==> config.mk <==
export PLATFORM = sky130hd
export DESIGN_NAME = seg7_mux_scroll
export DESIGN_NICKNAME = d
export VERILOG_FILES = /design/src/rtl/seg7_pkg.sv /design/src/rtl/tick_gen.sv /design/src/rtl/seg7_mux_scroll.sv
export SDC_FILE = /design/constraint.sdc
export NUM_CORES = 1
export LEC_CHECK = 0
export BUFFER_PORTS_ARGS = -buffer_cell sky130_fd_sc_hd__buf_2
export CAP_MARGIN = 10
export CELL_PAD_IN_SITES_DETAIL_PLACEMENT = 1
export CELL_PAD_IN_SITES_GLOBAL_PLACEMENT = 1
export CORE_UTILIZATION = 49
export CTS_CLUSTER_DIAMETER = 100
export DETAILED_ROUTE_END_ITERATION = 12
export PLACE_DENSITY_LB_ADDON = 0.1
export REMOVE_ABC_BUFFERS = 1
export SLEW_MARGIN = 20
export SYNTH_ARGS = -nofsm -noshare
export SYNTH_HDL_FRONTEND = slang
export SYNTH_SLANG_ARGS = --single-unit
export TNS_END_PERCENT = 1
==> constraint.sdc <==
create_clock -name clk_100Mhz_pi -period 8.32 [get_ports clk_100Mhz_pi]
set_clock_uncertainty 0.15 [all_clocks]
set_input_delay 0.416 -clock clk_100Mhz_pi [delete_from_list [all_inputs] [get_ports clk_100Mhz_pi]]
set_output_delay 0.416 -clock clk_100Mhz_pi [all_outputs]
set_load 0.005 [all_outputs]
==> src/rtl/seg7_pkg.sv <==
// Shared definitions for the multiplexed seven-segment display driver:
// segment encoding, the blank pattern and the display mode.
package seg7_pkg;

    localparam logic [6:0] SEG_BLANK = 7'h7F;

    typedef enum logic {
        MODE_STATIC = 1'b0,
        MODE_SCROLL = 1'b1
    } mode_e;

    // Segment pattern ordered {g,f,e,d,c,b,a}, a 0 lights the segment.
    function automatic logic [6:0] hex_to_seg(input logic [3:0] hex);
        logic [6:0] seg;
        case (hex)
            4'h0: seg = 7'b1000000;
            4'h1: seg = 7'b1111001;
            4'h2: seg = 7'b0100100;
            4'h3: seg = 7'b0110000;
            4'h4: seg = 7'b0011001;
            4'h5: seg = 7'b0010010;
            4'h6: seg = 7'b0000010;
            4'h7: seg = 7'b1111000;
            4'h8: seg = 7'b0000000;
            4'h9: seg = 7'b0011000;
            4'hA: seg = 7'b0001000;
            4'hB: seg = 7'b0000011;
            4'hC: seg = 7'b1000110;
            4'hD: seg = 7'b0100001;
            4'hE: seg = 7'b0000110;
            default: seg = 7'b0001110;
        endcase
        return seg;
    endfunction

endpackage

==> src/rtl/tick_gen.sv <==
// Divider producing a one-cycle tick every DIV enabled clocks.
// Dropping en clears the count, so the first tick after re-enabling
// arrives a full DIV clocks later.
module tick_gen #(
    parameter int DIV = 2
) (
    input  logic clk_100Mhz,
    input  logic reset_n,
    input  logic en,
    output logic tick
);

    localparam int CW = (DIV > 1) ? $clog2(DIV) : 1;
    localparam logic [CW-1:0] CNT_LAST = CW'(DIV - 1);

    logic [CW-1:0] cnt_q;

    assign tick = en && (cnt_q == CNT_LAST);

    // Count 0..DIV-1, restart on terminal count or while disabled.
    always_ff @(posedge clk_100Mhz) begin
        if (!reset_n) begin
            cnt_q <= '0;
        end else if (!en || tick) begin
            cnt_q <= '0;
        end else begin
            cnt_q <= cnt_q + 1'b1;
        end
    end

endmodule

==> src/rtl/seg7_mux_scroll.sv <==
// Time-multiplexed seven-segment driver with static display (optional
// leading-zero suppression) and a right-to-left scrolling message mode.
module seg7_mux_scroll
    import seg7_pkg::*;
#(
    parameter int N_DIGITS    = 8,
    parameter int REFRESH_DIV = 12500,
    parameter int SCROLL_DIV  = 25_000_000
) (
    input  logic                  clk_100Mhz_pi,
    input  logic                  reset_n_pi,
    input  logic [4*N_DIGITS-1:0] data_pi,
    input  logic                  load_pi,
    input  logic                  mode_pi,
    input  logic                  lz_en_pi,
    input  logic [N_DIGITS-1:0]   blank_pi,
    input  logic [N_DIGITS-1:0]   dp_pi,
    output logic [6:0]            display_po,
    output logic                  dp_po,
    output logic [N_DIGITS-1:0]   display_select_po,
    output logic                  scroll_wrap_po
);

    localparam int IW = $clog2(N_DIGITS);
    localparam logic [IW-1:0] LAST = IW'(N_DIGITS - 1);

    logic [4*N_DIGITS-1:0] msg_q;
    logic [4*N_DIGITS-1:0] win_q;
    logic [N_DIGITS-1:0]   win_blank_q;
    mode_e                 mode_q;
    logic                  lz_q;
    logic [IW-1:0]         idx_q;
    logic [IW-1:0]         pos_q;

    logic                  ref_tick;
    logic                  scr_tick;
    logic                  scr_en;
    logic [IW-1:0]         scr_nib_idx;
    logic [N_DIGITS-1:0]   lead_zero;
    logic                  zero_run;
    logic [3:0]            cur_nib;
    logic                  cur_blank;

    // A load holds the scroll divider in clear, which also swallows a
    // coincident scroll tick.
    assign scr_en      = (mode_q == MODE_SCROLL) && !load_pi;
    assign scr_nib_idx = LAST - pos_q;

    tick_gen #(.DIV(REFRESH_DIV)) u_refresh_tick (
        .clk_100Mhz (clk_100Mhz_pi),
        .reset_n    (reset_n_pi),
        .en         (1'b1),
        .tick       (ref_tick)
    );

    tick_gen #(.DIV(SCROLL_DIV)) u_scroll_tick (
        .clk_100Mhz (clk_100Mhz_pi),
        .reset_n    (reset_n_pi),
        .en         (scr_en),
        .tick       (scr_tick)
    );

    // lead_zero[k] is set when message digits k..top are all zero.
    always_comb begin
        lead_zero = '0;
        zero_run  = 1'b1;
        for (int k = N_DIGITS - 1; k >= 0; k--) begin
            zero_run     = zero_run && (msg_q[4*k +: 4] == 4'h0);
            lead_zero[k] = zero_run;
        end
    end

    // Select the nibble and blanking for the digit currently being driven.
    always_comb begin
        cur_nib   = msg_q[{idx_q, 2'b00} +: 4];
        cur_blank = blank_pi[idx_q];
        if (mode_q == MODE_SCROLL) begin
            cur_nib   = win_q[{idx_q, 2'b00} +: 4];
            cur_blank = cur_blank | win_blank_q[idx_q];
        end else if (lz_q && (idx_q != '0) && lead_zero[idx_q]) begin
            cur_blank = 1'b1;
        end
    end

    // Advance the multiplexed digit index on each refresh tick.
    always_ff @(posedge clk_100Mhz_pi) begin
        if (!reset_n_pi) begin
            idx_q <= '0;
        end else if (ref_tick) begin
            idx_q <= (idx_q == LAST) ? '0 : idx_q + 1'b1;
        end
    end

    // Register anode, cathodes and decimal point together so they switch
    // digits on the same edge.
    always_ff @(posedge clk_100Mhz_pi) begin
        if (!reset_n_pi) begin
            display_select_po <= '1;
            display_po        <= SEG_BLANK;
            dp_po             <= 1'b1;
        end else begin
            display_select_po <= ~(N_DIGITS'(1) << idx_q);
            display_po        <= cur_blank ? SEG_BLANK : hex_to_seg(cur_nib);
            dp_po             <= cur_blank | ~dp_pi[idx_q];
        end
    end

    // Message capture and scrolling window; a load always wins over a tick.
    always_ff @(posedge clk_100Mhz_pi) begin
        if (!reset_n_pi) begin
            msg_q          <= '0;
            mode_q         <= MODE_STATIC;
            lz_q           <= 1'b0;
            win_q          <= '0;
            win_blank_q    <= '0;
            pos_q          <= '0;
            scroll_wrap_po <= 1'b0;
        end else begin
            scroll_wrap_po <= 1'b0;
            if (load_pi) begin
                msg_q       <= data_pi;
                mode_q      <= mode_e'(mode_pi);
                lz_q        <= lz_en_pi;
                win_q       <= '0;
                win_blank_q <= mode_pi ? '1 : '0;
                pos_q       <= '0;
            end else if (scr_tick) begin
                win_q          <= {win_q[4*N_DIGITS-5:0], msg_q[{scr_nib_idx, 2'b00} +: 4]};
                win_blank_q    <= {win_blank_q[N_DIGITS-2:0], 1'b0};
                pos_q          <= (pos_q == LAST) ? '0 : pos_q + 1'b1;
                scroll_wrap_po <= (pos_q == LAST);
            end
        end
    end

endmodule

==> parameters.txt <==
Parameter                              Value

Outcome
  Result of the run    complete, no violations

CTS
  Clock root buffer    sky130_fd_sc_hd__clkbuf_16
  Post-CTS repair timing setup buffer count    0
  CTS max path bufs    2
  Worst skew pair latency    0.42 ns
  Clock Sinks    136
  Cts bufs inserted    17
  TritonCTS clock tree    yes
  Clock input transition at the sequential cells of the worst setup and hold paths    0.06 ns
  Hold-fix buffers, CTS    0
  Quantity of gates resized following cts    0
  Level count of the clock H-tree    4

Route
  Routed via count divided by cell count    5.69
  Average routed wire per standard cell    18.2 um
  1st-iter DRT viols    255
  Remaining antenna violation count    0
  Via total after detailed routing    5,198
  First-pass DRT Iterations    4
  Final routed wirelength across all metal layers    16,700 um
  DRC    0

Timing
  RSZ-0062 raised after global routing    no
  Endpoints failing hold    0
  Share of the cycle needed by the critical path after routing    38.7%
  Total Neg Setup Slack    0 ns
  Fin. max-slew vios    0
  Total of endpoints with negative setup slack in the final report    0
  Time the final worst path needs with I/O delays and setup    3.22 ns
  Normalized max-slew margin    40.4%
  PnR worst setup slack    5.10 ns
  Highest clock rate    310 MHz
  Worst hold-check slack    0.105 ns
  Transition time at the pin with the least slew margin    0.892 ns

Setup path
  R2r worst-path depth    8
  RR Endpoint    display_po[3]$_SDFF_PP1_
  Slowest library cell on the worst path    sky130_fd_sc_hd__mux4_2
  Critical path class    reg2reg
  Sequence of cells on the critical path    buf_4 > mux4_2 > mux4_2 > inv_1 > ha_1 > nor3_1 > a31o_2 > o21ai_1
  CP peak stage delay    0.56 ns
  Startpoint type of the worst setup path    flop
  Worst setup EP type    flop
  Launch point of the worst reg-to-reg path    idx_q[0]$_SDFFE_PN0P_
  Largest driver fanout on the critical path    21
  CP required    8.46 ns
  Buf+Inv Stages, Crit Path    2
  Cell type group with the largest total delay on the critical path    multiplexers
  Worst endpoint data arrival time    3.36 ns
  Setup slack of the most critical reg-to-reg path    5.10 ns
  Cell seen most often among critical-path stages    sky130_fd_sc_hd__mux4_2

Final layout
  Post-route non-filler standard cell count    914
  Number of antenna repair diodes    0
  Seq. cell area    2720 um2
  Share of layout cells above drive strength 1    19.3%
  Filler cells    1,454
  Area Overhead vs Synth    15.5%
  Multi-input gate area in the final layout    3490 um2
  Nets    797
  Share of the core filled with cells    58.4%
  Area of all placed cells without fillers    7430 um2

Floorplan
  I/O pin count    70
  Core region area    12,700 um2
  Initial Utilization    50.6%
  Die X-Extent    117 um
  Count of standard-cell rows    41
  DIE AREA    13,600 um2
  Vertical die dimension    117 um

Global routing
  Largest net degree at the start of global routing    49
  Wire length of the first global-routing pass    27,100 um
  Overall Global Routing Usage    26.4%
  Number of antenna violations at the first check in global routing    0
  Number of global-route vias before repair    5,392
  Aggregate global routing overflow    0

Power and ir drop
  Reported leakage power    2.80 nW
  Power per standard cell area    200 nW/um2
  Largest voltage drop on the vdd net    125 uV
  Design Power    1.49 mW

Yosys
  Simple-Gate Fraction of Synth Area    21.0%
  Top cells by count, synth    sky130_fd_sc_hd__dfxtp_1, sky130_fd_sc_hd__nand2_1, sky130_fd_sc_hd__nor2_1, sky130_fd_sc_hd__mux2i_1, sky130_fd_sc_hd__a21oi_1
  Async SR Flop Fraction    0%
  Proportion of synthesized chip area in sequential cells    42.3%
  Netlist area before placement    6430 um2
  Synthesized area per cell    9.57 um2
  Most common cell in the netlist    sky130_fd_sc_hd__dfxtp_1
  XOR/XNOR Fraction of Synth Area    4.36%
  Total of warnings raised by yosys    0
  Cell count after synthesis    672
  Synth area leader    sky130_fd_sc_hd__dfxtp_1
  Leading register cell type out of synthesis    sky130_fd_sc_hd__dfxtp_1
  Synth Area in Adders    2.92%
  Share of the synthesized area in the top cell type    42.3%
  Cell types with the largest area share after synthesis    sky130_fd_sc_hd__dfxtp_1, sky130_fd_sc_hd__mux4_2, sky130_fd_sc_hd__mux2i_1
  Count of flip-flops with a built-in enable after synthesis    0
  Total of flip-flops plus latches after synthesis    136
  Netlist cell types    50
  Area fraction in compound gates after synthesis    7.64%
  Multiplexer area fraction after synthesis    18.2%
  Main combinational cell family by area after synthesis    simple AND/OR/NAND/NOR gates

Placement
  Number of cells after detailed placement    882
  Total placed instance area    6880 um2
  Placer congestion estimate    0.814
  HPWL reported at the end of detailed placement    11,800 um
  Number of buffers added on ports    69
  Post-Place Setup Slack    5.06 ns

Worst hold path
  Cell count of the worst hold path    3
  End point of the most critical hold path    msg_q[25]$_SDFFE_PN0P_
  Hold_sp    data_pi[25]
  Tightest Hold Check Type    in2reg

Flow run
  Max_cap viols    0
layout make-up:
type	count	share of cell area (%)
clock buffers	23	6.43
clock inverters	9	0.993
inverters	15	0.758
multi-input cells	483	46.9
flip-flops and latches	136	36.6
well taps	172	2.90
repair buffers	76	5.35
kinds of logic after synthesis:
| kind of cell | count (synthesis) |
|---|---|
| DFF | 136 |
| buffers and inverters | 53 |
| AOI/OAI and AO/OA | 81 |
| xor gates and xnor gates | 32 |
| adders and majority gates | 15 |
| muxes | 78 |
| and+or+nand+nor | 277 |
how the worst max path moves through the flow:
stage / from / endpoint / slack [ns] / cells past startpoint
final: idx_q[0]$_SDFFE_PN0P_ / display_po[3]$_SDFF_PP1_ / 5.10 / 8
after CTS: idx_q[0]$_SDFFE_PN0P_ / display_po[3]$_SDFF_PP1_ / 5.06 / 8
after global placement: idx_q[0]$_SDFFE_PN0P_ / display_po[3]$_SDFF_PP1_ / 5.18 / 8
after floorplan: idx_q[0]$_SDFFE_PN0P_ / display_po[3]$_SDFF_PP1_ / 5.03 / 7
after global routing: idx_q[1]$_SDFFE_PN0P_ / display_po[2]$_SDFF_PP1_ / 4.86 / 7
after detailed placement: idx_q[0]$_SDFFE_PN0P_ / display_po[3]$_SDFF_PP1_ / 5.06 / 8
registers in the layout, summed over array words and instances, names as in the netlist, 7 cells and up:
register / count
display_po: 7
u_scroll_tick.cnt_q: 25
win_blank_q: 8
u_refresh_tick.cnt_q: 14
win_q: 32
msg_q: 32
display_select_po: 8
worst min-delay path: stages:
cell and delay, ns:
sky130_fd_sc_hd__buf_2 0.07, sky130_fd_sc_hd__mux2i_1 0.05, sky130_fd_sc_hd__nor2b_1 0.09
metal layers:
metal	vias up	wire [um]	track usage [%]
met4	0	315	9.79
li1	2480	-	-
met5	-	0	0
met1	2546	7360	32.5
met2	147	8000	44.8
met3	25	1000	6.43
power by group:
group / switching, mW / internal (mW)
Combinational: 0.0495 / 0.0490
Sequential: 0.0179 / 0.668
Clock: 0.271 / 0.431
layout by cell type (no fill, tap or decap), types with 12 or more instances in the layout:
cell / instances
sky130_fd_sc_hd__nand2_1: 102
sky130_fd_sc_hd__clkbuf_16: 17
sky130_fd_sc_hd__nand3_1: 23
sky130_fd_sc_hd__a21oi_1: 40
sky130_fd_sc_hd__inv_1: 14
sky130_fd_sc_hd__nor3_1: 12
sky130_fd_sc_hd__xnor2_1: 16
sky130_fd_sc_hd__mux4_2: 31
sky130_fd_sc_hd__mux2i_1: 47
sky130_fd_sc_hd__buf_2: 69
sky130_fd_sc_hd__nor2b_1: 38
sky130_fd_sc_hd__xor2_1: 16
sky130_fd_sc_hd__dfxtp_1: 136
sky130_fd_sc_hd__nor2_1: 53
sky130_fd_sc_hd__ha_1: 15
No activity file was read; power rests on OpenSTA's default activity.
